### src/rtl/fetch_buffer_pkg.sv
// Shared core definitions for the fetch front-end: widths, reset PC, NOP encoding and
// the {pc, inst} entry carried from fetch to decode.
package fetch_buffer_pkg;

  localparam int unsigned XLEN = 32;

  localparam logic [XLEN-1:0] RESET_PC_DEFAULT = 32'h0100_0000;

  // addi x0, x0, 0
  localparam logic [XLEN-1:0] NOP_INST = 32'h0000_0013;

  typedef struct packed {
    logic [XLEN-1:0] pc;
    logic [XLEN-1:0] inst;
  } fetch_entry_t;

  // Instructions are word aligned; low two bits of a jump target are dropped.
  function automatic logic [XLEN-1:0] align_pc(input logic [XLEN-1:0] pc);
    return {pc[XLEN-1:2], 2'b00};
  endfunction

endpackage

### src/rtl/fetch_fifo.sv
// Generic synchronous FIFO with flush, push/pop, occupancy count and head read.
// The caller must not push when full without a pop, nor pop when empty.
module fetch_fifo #(
  parameter int unsigned DEPTH = 4,
  parameter int unsigned WIDTH = 64
) (
  input  logic                       clock,
  input  logic                       reset,
  input  logic                       flush,
  input  logic                       push,
  input  logic                       pop,
  input  logic [WIDTH-1:0]           wdata,
  output logic [WIDTH-1:0]           head,
  output logic [$clog2(DEPTH+1)-1:0] count
);

  localparam int unsigned PtrW = $clog2(DEPTH);
  localparam int unsigned CntW = $clog2(DEPTH + 1);

  logic [PtrW-1:0]  rd_ptr_q;
  logic [PtrW-1:0]  wr_ptr_q;
  logic [CntW-1:0]  count_q;
  logic [WIDTH-1:0] mem_q [DEPTH];

  // Pointer and occupancy update; flush empties the queue and ignores push/pop.
  always_ff @(posedge clock) begin
    if (reset || flush) begin
      rd_ptr_q <= '0;
      wr_ptr_q <= '0;
      count_q  <= '0;
    end else begin
      if (push) wr_ptr_q <= wr_ptr_q + 1'b1;
      if (pop)  rd_ptr_q <= rd_ptr_q + 1'b1;
      case ({push, pop})
        2'b10:   count_q <= count_q + 1'b1;
        2'b01:   count_q <= count_q - 1'b1;
        default: count_q <= count_q;
      endcase
    end
  end

  // Storage write; contents need no reset since count gates visibility.
  always_ff @(posedge clock) begin
    if (!reset && !flush && push) begin
      mem_q[wr_ptr_q] <= wdata;
    end
  end

  assign head  = mem_q[rd_ptr_q];
  assign count = count_q;

endmodule

### src/rtl/fetch_buffer.sv
// Instruction fetch front-end: owns the PC, addresses imem, and queues fetched
// {pc, inst} pairs for decode. A redirect flushes the queue and restarts fetch.
module fetch_buffer
  import fetch_buffer_pkg::*;
#(
  parameter int unsigned     DEPTH    = 4,
  parameter logic [XLEN-1:0] RESET_PC = RESET_PC_DEFAULT
) (
  input  logic                       clock,
  input  logic                       reset,
  input  logic                       redirect,
  input  logic [XLEN-1:0]            redirect_pc,
  output logic [XLEN-1:0]            imem_addr,
  input  logic [XLEN-1:0]            imem_data,
  output logic                       dec_valid,
  input  logic                       dec_ready,
  output logic [XLEN-1:0]            dec_inst,
  output logic [XLEN-1:0]            dec_pc,
  output logic [$clog2(DEPTH+1)-1:0] count
);

  localparam int unsigned     CntW     = $clog2(DEPTH + 1);
  localparam logic [CntW-1:0] DepthCnt = CntW'(DEPTH);

  logic [XLEN-1:0] fetch_pc_q;
  logic            push;
  logic            pop;
  fetch_entry_t    wr_entry;
  fetch_entry_t    head_entry;

  assign imem_addr = fetch_pc_q;
  assign dec_valid = (count != '0);

  // A full queue still accepts a new entry when decode drains the head this cycle.
  assign pop  = dec_valid && dec_ready;
  assign push = !redirect && ((count < DepthCnt) || pop);

  assign wr_entry = '{pc: fetch_pc_q, inst: imem_data};

  fetch_fifo #(
    .DEPTH (DEPTH),
    .WIDTH ($bits(fetch_entry_t))
  ) u_fifo (
    .clock (clock),
    .reset (reset),
    .flush (redirect),
    .push  (push),
    .pop   (pop),
    .wdata (wr_entry),
    .head  (head_entry),
    .count (count)
  );

  // PC register: reset > redirect > advance on push; holds while stalled.
  always_ff @(posedge clock) begin
    if (reset) begin
      fetch_pc_q <= RESET_PC;
    end else if (redirect) begin
      fetch_pc_q <= align_pc(redirect_pc);
    end else if (push) begin
      fetch_pc_q <= fetch_pc_q + 32'd4;
    end
  end

  // Present the head entry, or a NOP at PC 0 when the queue is empty.
  always_comb begin
    dec_inst = NOP_INST;
    dec_pc   = '0;
    if (dec_valid) begin
      dec_inst = head_entry.inst;
      dec_pc   = head_entry.pc;
    end
  end

endmodule

### config.mk
export PLATFORM = sky130hd
export DESIGN_NAME = fetch_buffer
export DESIGN_NICKNAME = d
export VERILOG_FILES = /design/src/rtl/fetch_buffer_pkg.sv /design/src/rtl/fetch_fifo.sv /design/src/rtl/fetch_buffer.sv
export SDC_FILE = /design/constraint.sdc
export NUM_CORES = 1
export LEC_CHECK = 0
export BUFFER_PORTS_ARGS = -buffer_cell sky130_fd_sc_hd__clkbuf_2
export CORE_MARGIN = 10
export CORE_UTILIZATION = 52
export CTS_CLUSTER_SIZE = 14
export DETAILED_ROUTE_END_ITERATION = 8
export GPL_TIMING_DRIVEN = 1
export PLACE_DENSITY = 0.76
export SYNTH_ARGS = -nofsm -noshare
export SYNTH_HDL_FRONTEND = slang
export SYNTH_SLANG_ARGS = --single-unit
### constraint.sdc
create_clock -name clock -period 3.21 [get_ports clock]
set_input_delay 0.642 -clock clock [delete_from_list [all_inputs] [get_ports clock]]
set_output_delay 0.642 -clock clock [all_outputs]
set_load 0.01 [all_outputs]
==> metrics.yaml, run 1 <==
status: "finished, final reports clean"
final_layout_size_suffix_gt1_share_pct: 34.71
area_growth_syn_to_layout_pct: 19.21
clock-sinks: 287
drv_slew: 0
layout_min_cycle_time_ns: 3.016
power.share.combinational_pct: 6.1
drtPass1Iterations: 4
die_width_um: 170.5
power_leakage_nw: 4.842
num-nets-final: 949
report.final.hold_viol_count: 0
crit_path_max_incr_delay_ns: 0.69
cts.root.buffer_cell: "clkbuf_16"
synth_cell_type_count: 58
worst_hold_path.num_cells: 1
min-delay-path-class: "input pin to flop"
synthesis.area_um2: 11770
post_cts_resize_count: 0
hold-worst-slack_ns: 0.3343
avgSynthCellArea_um2: 16.89
grt.total_usage_pct: 18.09
first_global_vias: 7300
hold_path_end: "u_fifo.mem_q[2][22]"
core_region_area_um2: 22030
power_switching_mw: 1.710
setup_viol: 0
antenna-diode-count: 0
crit-reg2reg-capture: "imem_addr[31]"
gp_congestion: 0.8214
io_buffer_count: 161
synth_edf_count: 248
fillers: 1620
tritoncts: "done"
power.density_cell_area_nw_per_um2: 583.8
post-route-drc-count: 0
reg2reg_depth: 4
post_cts_hold_buffer_count: 0
transition_time_of_the_tightest_slew_check_pin_ns: 0.7462
cts.reportedPaths.clkPinSlew_ns: 0.06
layout.cells.most_common: "edfxtp_1"
std_cell_rows: 54
max_cap_violations: 0
routedWlPerCell_um: 22.46
worst-path-buf-inv: 2
crit_path_max_fanout: 25
synthCells: 697
switching_power_as_a_share_of_total_power_pct: 20.88
seq_area_frac_synth_pct: 69.89
total_gr_overflow: 0
crit_chain: "buf_4, mux4_2, and2_1, clkbuf_2"
wirelength_um: 26410
tritoncts.num_buffers: 29
route.vias.total: 6969
peakVddDrop_mv: 0.3985
pin_count: 168
final_antenna_net_count: 0
hold_path_startpoint: "imem_data[22]"
die_footprint_um2: 29060
cp.arrival_ns: 2.37
hpwl_um: 17150
timing.critical_path.from_type: "flop"
postCtsSetupBuffers: 0
grt_setup_unrepaired: "false"
cts_max_level: 1
cp_top_family: "flip-flops"
crit_type: "flop to primary output"
antenna_found_initial: 0
clock_insertion_delay_worst_skew_ns: 0.53
initial_core_util_pct: 53.45
min_period_over_period_pct: 93.97
ys.flop_type: "edfxtp_1"
share_seq_of_total_power_pct: 51.9
grt_max_degree: 62
timing.reg2reg.setup_slack_ns: 0.91
share_of_synthesized_registers_carrying_an_async_set_or_reset_pct: 0
crit-reg2reg-launch: "imem_addr[21]"
timing.critical_path.slowest_stage_cell: "dfxtp_4"
via_per_inst: 5.926
timing.max_slew.rel_slack_pct: 49.79
synth_warnings: 0
grt_first_pass_wirelength_um: 41320
timing.critical_path.to_type: "primary output"
detailedRoute.firstIterationViolations: 483
internal_power_mw: 6.483
clock-skew-final_ns: 0.01648
max_freq_mhz: 331.5
fin_tns_setup_ns: 0
dieHeight_um: 170.5
layout_common_cells: "248 x edfxtp_1, 161 x clkbuf_2, 64 x and2_1"
number_of_buffers_on_the_longest_clock_path: 3
postSynthRegisterBits: 287
crit_required_ns: 2.57
pwr-share-clk_pct: 42.0
## sequential cells by signal, summed over array words and instances, names as in the netlist, named ones only
register	flops
imem_addr	30
u_fifo.mem_q	248
u_fifo.rd_ptr_q	2
u_fifo.wr_ptr_q	2
u_fifo.count	3
## cell usage after synthesis, drive strengths merged, types with 6 or more instances
master / count / area share [%]
nand4: 12 / 0.69
ha: 6 / 0.64
mux4: 62 / 12
a31oi: 9 / 0.48
nand2: 27 / 0.86
and3: 6 / 0.32
buf: 14 / 0.72
nand3: 14 / 0.60
a21oi: 8 / 0.34
nor3: 10 / 0.47
clkbuf: 26 / 1.0
inv: 15 / 0.48
and2: 64 / 3.4
o211ai: 7 / 0.45
dfxtp: 39 / 6.6
or3: 6 / 0.33
a311oi: 8 / 0.60
a211oi: 8 / 0.51
xnor2: 9 / 0.67
edfxtp: 248 / 63
nor2: 25 / 0.80
nor4: 12 / 0.69
xor2: 6 / 0.45
## metrics by stage
| stage | power (mW) | setup WS (ns) | instance area (um^2) | utilization (%) | std cells |
|---|---|---|---|---|---|
| detailed placement | 4.837 | 0.6652 | 13040 | 59.19 | 1123 |
| global route | 8.469 | 0.01253 | 14030 | 63.71 | 1176 |
| floorplan | 4.583 | 0.1446 | 11780 | - | 700 |
| global placement | 4.821 | 0.6787 | 13040 | 59.19 | 1123 |
| CTS | 8.266 | 0.1002 | 14030 | 63.71 | 1176 |
| finish | 8.193 | 0.1937 | 14030 | 63.71 | 1176 |
## final cells by class
class                           instances  area [um^2]  share of cell area, %
Timing Repair Buffer                  184         1091                  7.775
Multi-Input combinational cell        356         3301                  23.52
Inverter                               16        60.06                 0.4280
Clock buffer                           38        819.5                  5.840
Tap cell                              280        350.3                  2.496
Sequential cell                       287         8235                  58.68
Clock inverter                         15        176.4                  1.257
## worst max-delay path by stage
stage / from / slack [ns] / cells past startpoint / to
after global routing: flop / 0.01 / 4 / dec_pc[6]
after CTS: flop / 0.10 / 4 / dec_pc[7]
after detailed placement: flop / 0.67 / 4 / dec_pc[7]
after floorplan: dec_ready / 0.14 / 3 / u_fifo.mem_q[0][0]
final: flop / 0.19 / 4 / dec_pc[5]
after global placement: flop / 0.68 / 4 / dec_pc[5]
## kinds of logic after synthesis
kind of cell             share of synthesized area, %
flip-flops                                      69.89
AND/OR/NAND/NOR                                 9.810
AO/OA/AOI/OAI                                   4.145
multiplexers                                    11.86
buffers and inverters                           2.338
XOR/XNOR                                        1.116
adder cells (fa/ha/maj)                        0.8077
other                                         0.03185
## power by group through the flow
| stage | Combinational, mW | Sequential (mW) | Clock, mW |
|---|---|---|---|
| 3_3_place_gp | 0.499 | 4.32 | 0 |
| 6_report | 0.499 | 4.25 | 3.44 |
| 4_1_cts | 0.509 | 4.25 | 3.51 |
| 5_1_grt | 0.548 | 4.26 | 3.66 |
| 2_1_floorplan | 0.273 | 4.31 | 0 |
| 3_5_place_dp | 0.506 | 4.33 | 0 |
## metal layers
metal	track usage [%]	wire [um]
met1	23.73	10880
met2	30.03	12940
met3	4.095	2157
met4	4.577	431
met5	0	0
(Power assumes the default switching activity.)
==> run 2: changes to the inputs <==
- SYNTH_HIERARCHICAL: not set -> 1
==> run 2 against run 1 <==
Count of clock-buffer cells in the layout grew 5. Sequential power grew 1%. Design area grew 1.0%.
==> metrics.yaml, run 2 <==
routedWlPerCell_um: 21.05
hold-worst-slack_ns: 0.3145
tritoncts: "done"
number_of_buffers_on_the_longest_clock_path: 3
status: "finished, final reports clean"
cp.arrival_ns: 2.39
avgSynthCellArea_um2: 17.63
timing.critical_path.slowest_stage_cell: "or3_2"
power.density_cell_area_nw_per_um2: 565.1
pwr-share-clk_pct: 40.6
ys.flop_type: "edfxtp_1"
wirelength_um: 24750
cp_top_family: "simple AND/OR/NAND/NOR gates"
layout_min_cycle_time_ns: 3.029
internal_power_mw: 6.359
setup_viol: 0
synthesis.area_um2: 12020
max_freq_mhz: 330.1
synth_cell_type_count: 49
dieHeight_um: 172.1
synth_compound_area_share_pct: 2.549
synthXorXnorAreaFrac_pct: 2.185
crit_path_max_incr_delay_ns: 0.68
final_layout_size_suffix_gt1_share_pct: 33.22
post_cts_hold_buffer_count: 0
die_width_um: 172.1
clock-skew-final_ns: 0.008302
timing.critical_path.from_type: "flop"
report.final.hold_viol_count: 0
num-nets-final: 944
cts.root.buffer_cell: "clkbuf_16"
timing.critical_path.to_type: "primary output"
postCtsSetupBuffers: 0
power_switching_mw: 1.653
share_seq_of_total_power_pct: 53.8
synth_edf_count: 256
layout.cells.most_common: "edfxtp_1"
crit_required_ns: 2.57
reg2reg_depth: 9
pre_cts_ws_ns: 0.4550
grt_max_degree: 47
netlist.top_cell.by_area: "edfxtp_1"
fin_total_pwr_mw: 8.012
power.share.combinational_pct: 5.6
worst_hold_path.num_cells: 1
max_reg_flops: 256
peakVddDrop_mv: 0.4907
postSynthRegisterBits: 295
grt_setup_unrepaired: "false"
drtPass1Iterations: 5
post-route-drc-count: 0
synth_top_family_by_area: "multiplexers"
fin_tns_setup_ns: 0
total_gr_overflow: 0
antenna-diode-count: 0
timing.max_slew.rel_slack_pct: 56.33
route.vias.total: 6619
tritoncts.num_buffers: 30
drv_slew: 0
cell_with_the_most_instances_after_synthesis: "edfxtp_1"
post_cts_resize_count: 0
min-delay-path-class: "input pin to flop"
setup_ws_ns: 0.1807
synthMuxAreaShare_pct: 12.70
core_region_area_um2: 22710
dpl.cell_count: 1122
final_antenna_net_count: 0
crit_type: "flop to primary output"
post_synth_most_frequent_cells: "256 x edfxtp_1, 62 x and2_1, 60 x mux4_2"
detailedRoute.firstIterationViolations: 373
via_per_inst: 5.628
initial_core_util_pct: 52.95
clock_insertion_delay_worst_skew_ns: 0.54
die_footprint_um2: 29600
transition_time_of_the_tightest_slew_check_pin_ns: 0.6500
placed_area_um2: 13240
share_of_synthesized_registers_carrying_an_async_set_or_reset_pct: 0
clock-sinks: 295
first_global_vias: 6819
seq_area_frac_synth_pct: 70.43
gp_congestion: 0.8558
antenna_found_initial: 0
synth_top_area_share_pct: 63.93
fillers: 1630
layout_common_cells: "256 x edfxtp_1, 163 x clkbuf_2, 62 x and2_1"
stdcell_count: 1176
min_period_over_period_pct: 94.37
regMostFlops: "u_fifo/mem_q"
cts.reportedPaths.clkPinSlew_ns: 0.06
ys_top_cells_by_area: "edfxtp_1 64%, mux4_2 11%, dfxtp_1 6.5%"
grt.total_usage_pct: 16.55
synthCells: 682
cts_max_level: 1
power_leakage_nw: 5.074
hpwl_um: 16090
std_cell_rows: 55
area_growth_syn_to_layout_pct: 17.92
max_cap_violations: 0
switching_power_as_a_share_of_total_power_pct: 20.63
io_buffer_count: 163
worst-path-buf-inv: 2
crit_path_max_fanout: 43
final_core_utilization_pct: 62.44
crit_chain: "or3_2, buf_4, and2_1, clkbuf_2"
postLayoutCellArea_um2: 14180
grt_first_pass_wirelength_um: 38250
cp.depth: 4
synth_simple_gate_area_share_pct: 8.221
synth_warnings: 6
post_synth_fa_ha_maj_area_fraction_pct: 0.7908
pin_count: 168
==> run 2: changes by cell type after synthesis, sizes merged, moves of 8 or more <==
cell,delta
edfxtp,+8
xnor2,+8
nor4,-8
a31oi,-9
nand2,-9
inv,+9
a21oi,+16
o21a,+14
clkbuf,-11
==> run 2: power groups by stage <==
stage | sequential [mW] | clock (mW) | combinational [mW]
2_1_floorplan | 4.38 | 0 | 0.251
3_3_place_gp | 4.39 | 0 | 0.448
3_5_place_dp | 4.39 | 0 | 0.455
4_1_cts | 4.31 | 3.33 | 0.457
5_1_grt | 4.32 | 3.49 | 0.496
6_report | 4.31 | 3.25 | 0.448
==> run 2: final timing paths <==
path	from	endpoint	slack (ns)
worst max-delay path	u_fifo/count[2]	dec_inst[6]	0.18
worst min-delay path	imem_data[24]	u_fifo/mem_q[1][24]	0.31
worst max register to register	u_fifo/count[2]	u_fifo/count[2]	0.68
worst min register to register	u_fifo/rd_ptr_q[0]	flop	0.55
==> run 2: worst reg2reg max path, cell delays in order (launching register included) <==
cell	delay, ns
dfxtp_1	0.45
nor2b_2	0.54
nor2_1	0.16
inv_1	0.09
ha_1	0.18
inv_1	0.06
fa_1	0.38
xor2_1	0.16
or3_1	0.31
a21oi_1	0.14
==> run 2: kinds of logic after synthesis <==
family | Yosys count
AO/OA/AOI/OAI | 50
XOR/XNOR | 30
adder cells (fa/ha/maj) | 7
buffers and inverters | 60
flip-flops | 295
multiplexers | 71
other | 1
AND/OR/NAND/NOR | 168
==> run 2: final cells by class <==
type / instances / area (um^2) / share of cell area, %
tap: 285 / 356.6 / 2.515
inverter: 24 / 90.09 / 0.6354
clock inverter: 11 / 73.82 / 0.5206
sequential: 295 / 8476 / 59.78
timing repair buffer: 182 / 1084 / 7.642
multi-input combinational: 336 / 3238 / 22.84
clock buffer: 43 / 860.8 / 6.071
==> run 2: routing by layer <==
| metal | global-route usage [%] | share of wire [%] | up-vias |
|---|---|---|---|
| li1 | - | - | 2994 |
| met1 | 22.51 | 44 | 3342 |
| met2 | 26.27 | 46 | 241 |
| met3 | 4.036 | 8.2 | 42 |
| met4 | 4.273 | 1.9 | 0 |
| met5 | 0 | 0 | - |
==> run 3: changes to the inputs <==
--- a/constraint.sdc
+++ b/constraint.sdc
@@ -3,2 +3,2 @@
 set_output_delay 0.642 -clock clock [all_outputs]
-set_load 0.01 [all_outputs]
+set_load 0.005 [all_outputs]
==> run 3 against run 2 <==
Critical path depth unchanged. Critical path type unchanged. First-iteration DRC count up 46%. Utilization down 0.19 points. Flip-flop and latch count unchanged. Wire length down 0.75%.
==> metrics.yaml, run 3 (synthesis results as in run 2) <==
crit-reg2reg-capture: "u_fifo/count[2]"
die_footprint_um2: 29600
postLayoutCellArea_um2: 14130
timing.max_slew.rel_slack_pct: 61.45
grt_max_degree: 47
hpwl_um: 16020
clock-sinks: 295
reg2reg_depth: 9
detailedRoute.firstIterationViolations: 546
first_global_vias: 6793
final_antenna_net_count: 0
clock-skew-final_ns: 0.007567
crit_path_max_fanout: 43
placed_area_um2: 13230
area_growth_syn_to_layout_pct: 17.55
timing.reg2reg.setup_slack_ns: 0.68
met2_usage_pct: 25.99
dieHeight_um: 172.1
max_reg_flops: 256
worst_hold_path.num_cells: 1
hold_path_startpoint: "imem_data[24]"
drv_slew: 0
number_of_buffers_on_the_longest_clock_path: 3
hold_path_end: "u_fifo/mem_q[1][24]"
crit_type: "flop to primary output"
layout_common_cells: "256 x edfxtp_1, 163 x clkbuf_2, 62 x and2_1"
io_buffer_count: 163
tritoncts.num_buffers: 29
peakVddDrop_mv: 0.3917
final_layout_size_suffix_gt1_share_pct: 34.12
min_period_over_period_pct: 93.17
std_cell_rows: 55
antenna-diode-count: 0
hold-worst-slack_ns: 0.3313
crit-reg2reg-launch: "u_fifo/count[2]"
post-route-drc-count: 0
grt_setup_unrepaired: "false"
layout.cells.most_common: "edfxtp_1"
status: "finished, final reports clean"
max_cap_violations: 0
initial_core_util_pct: 52.95
antenna_found_initial: 0
cts_max_level: 1
tritoncts: "done"
fin_tns_setup_ns: 0
post_cts_resize_count: 0
setup_viol: 0
transition_time_of_the_tightest_slew_check_pin_ns: 0.5739
max_freq_mhz: 334.4
regMostFlops: "u_fifo/mem_q"
cts.reportedPaths.clkPinSlew_ns: 0.06
global_route.usage.met1_pct: 23.55
grt.total_usage_pct: 16.63
cts.root.buffer_cell: "clkbuf_16"
core_region_area_um2: 22710
timing.critical_path.from_type: "flop"
drtPass1Iterations: 4
cp.arrival_ns: 2.35
num-nets-final: 941
power_leakage_nw: 5.062
met3_usage_pct: 3.694
report.final.hold_viol_count: 0
grt_most_used_layer: "met2"
postCtsSetupBuffers: 0
gp_congestion: 0.8538
clock_insertion_delay_worst_skew_ns: 0.53
min-delay-path-class: "input pin to flop"
crit_required_ns: 2.57
die_width_um: 172.1
via_per_inst: 5.576
power.density_cell_area_nw_per_um2: 557.0
pin_count: 168
post_cts_hold_buffer_count: 0
route.vias.total: 6541
grt_first_pass_wirelength_um: 38340
total_gr_overflow: 0
wirelength_um: 24570
timing.critical_path.to_type: "primary output"
layout_min_cycle_time_ns: 2.991
routedWlPerCell_um: 20.94
run 3: critical path: stages (launching register included):
cell and delay [ns]:
dfxtp_1 0.34, or3_2 0.72, buf_4 0.37, and2_1 0.26, clkbuf_2 0.13
run 3: final cells by class:
| type | count | area [um^2] |
|---|---|---|
| clock buffers | 41 | 840.8 |
| repair buffers | 180 | 1069 |
| well taps | 285 | 356.6 |
| clock inverters | 12 | 65.06 |
| flip-flops and latches | 295 | 8476 |
| multi-input cells | 336 | 3238 |
| fillers | 1649 | 8574 |
| inverters | 24 | 90.09 |
run 3: worst max path at each step:
stage	start	end	slack [ns]	depth (start not counted)
floorplan	redirect	u_fifo/mem_q[0][0]	0.69	4
global placement	dec_ready	u_fifo/count[2]	0.51	10
detailed placement	dec_ready	u_fifo/count[2]	0.44	10
CTS	u_fifo/count[1]	dec_pc[13]	0.17	4
global route	u_fifo/count[1]	dec_pc[14]	0.10	4
finish	u_fifo/count[1]	dec_pc[15]	0.22	4
run 3: metal layers:
layer  up-vias  wire [um]
met5         -          0
met4         0        335
met3        33       2064
met2       259      11480
met1      3267      10690
li1       2982          -
run 3: where the power goes:
part	switching [mW]	leakage (nW)	internal [mW]	total, mW
combinational	0.217	1.94	0.200	0.417
clock	1.33	0.453	1.82	3.15
sequential	0.0765	2.67	4.23	4.31
total	1.62	5.06	6.25	7.87
run 3: metrics by stage:
stage          std cells  utilization, %  total power [mW]  worst slack, ns
2_1_floorplan        691               -             4.601           0.6858
3_3_place_gp        1120           58.25             4.805           0.5080
3_5_place_dp        1120           58.25             4.818           0.4392
4_1_cts             1173           62.24             7.965           0.1708
5_1_grt             1173           62.24             8.181           0.1002
6_report            1173           62.24             7.873           0.2193
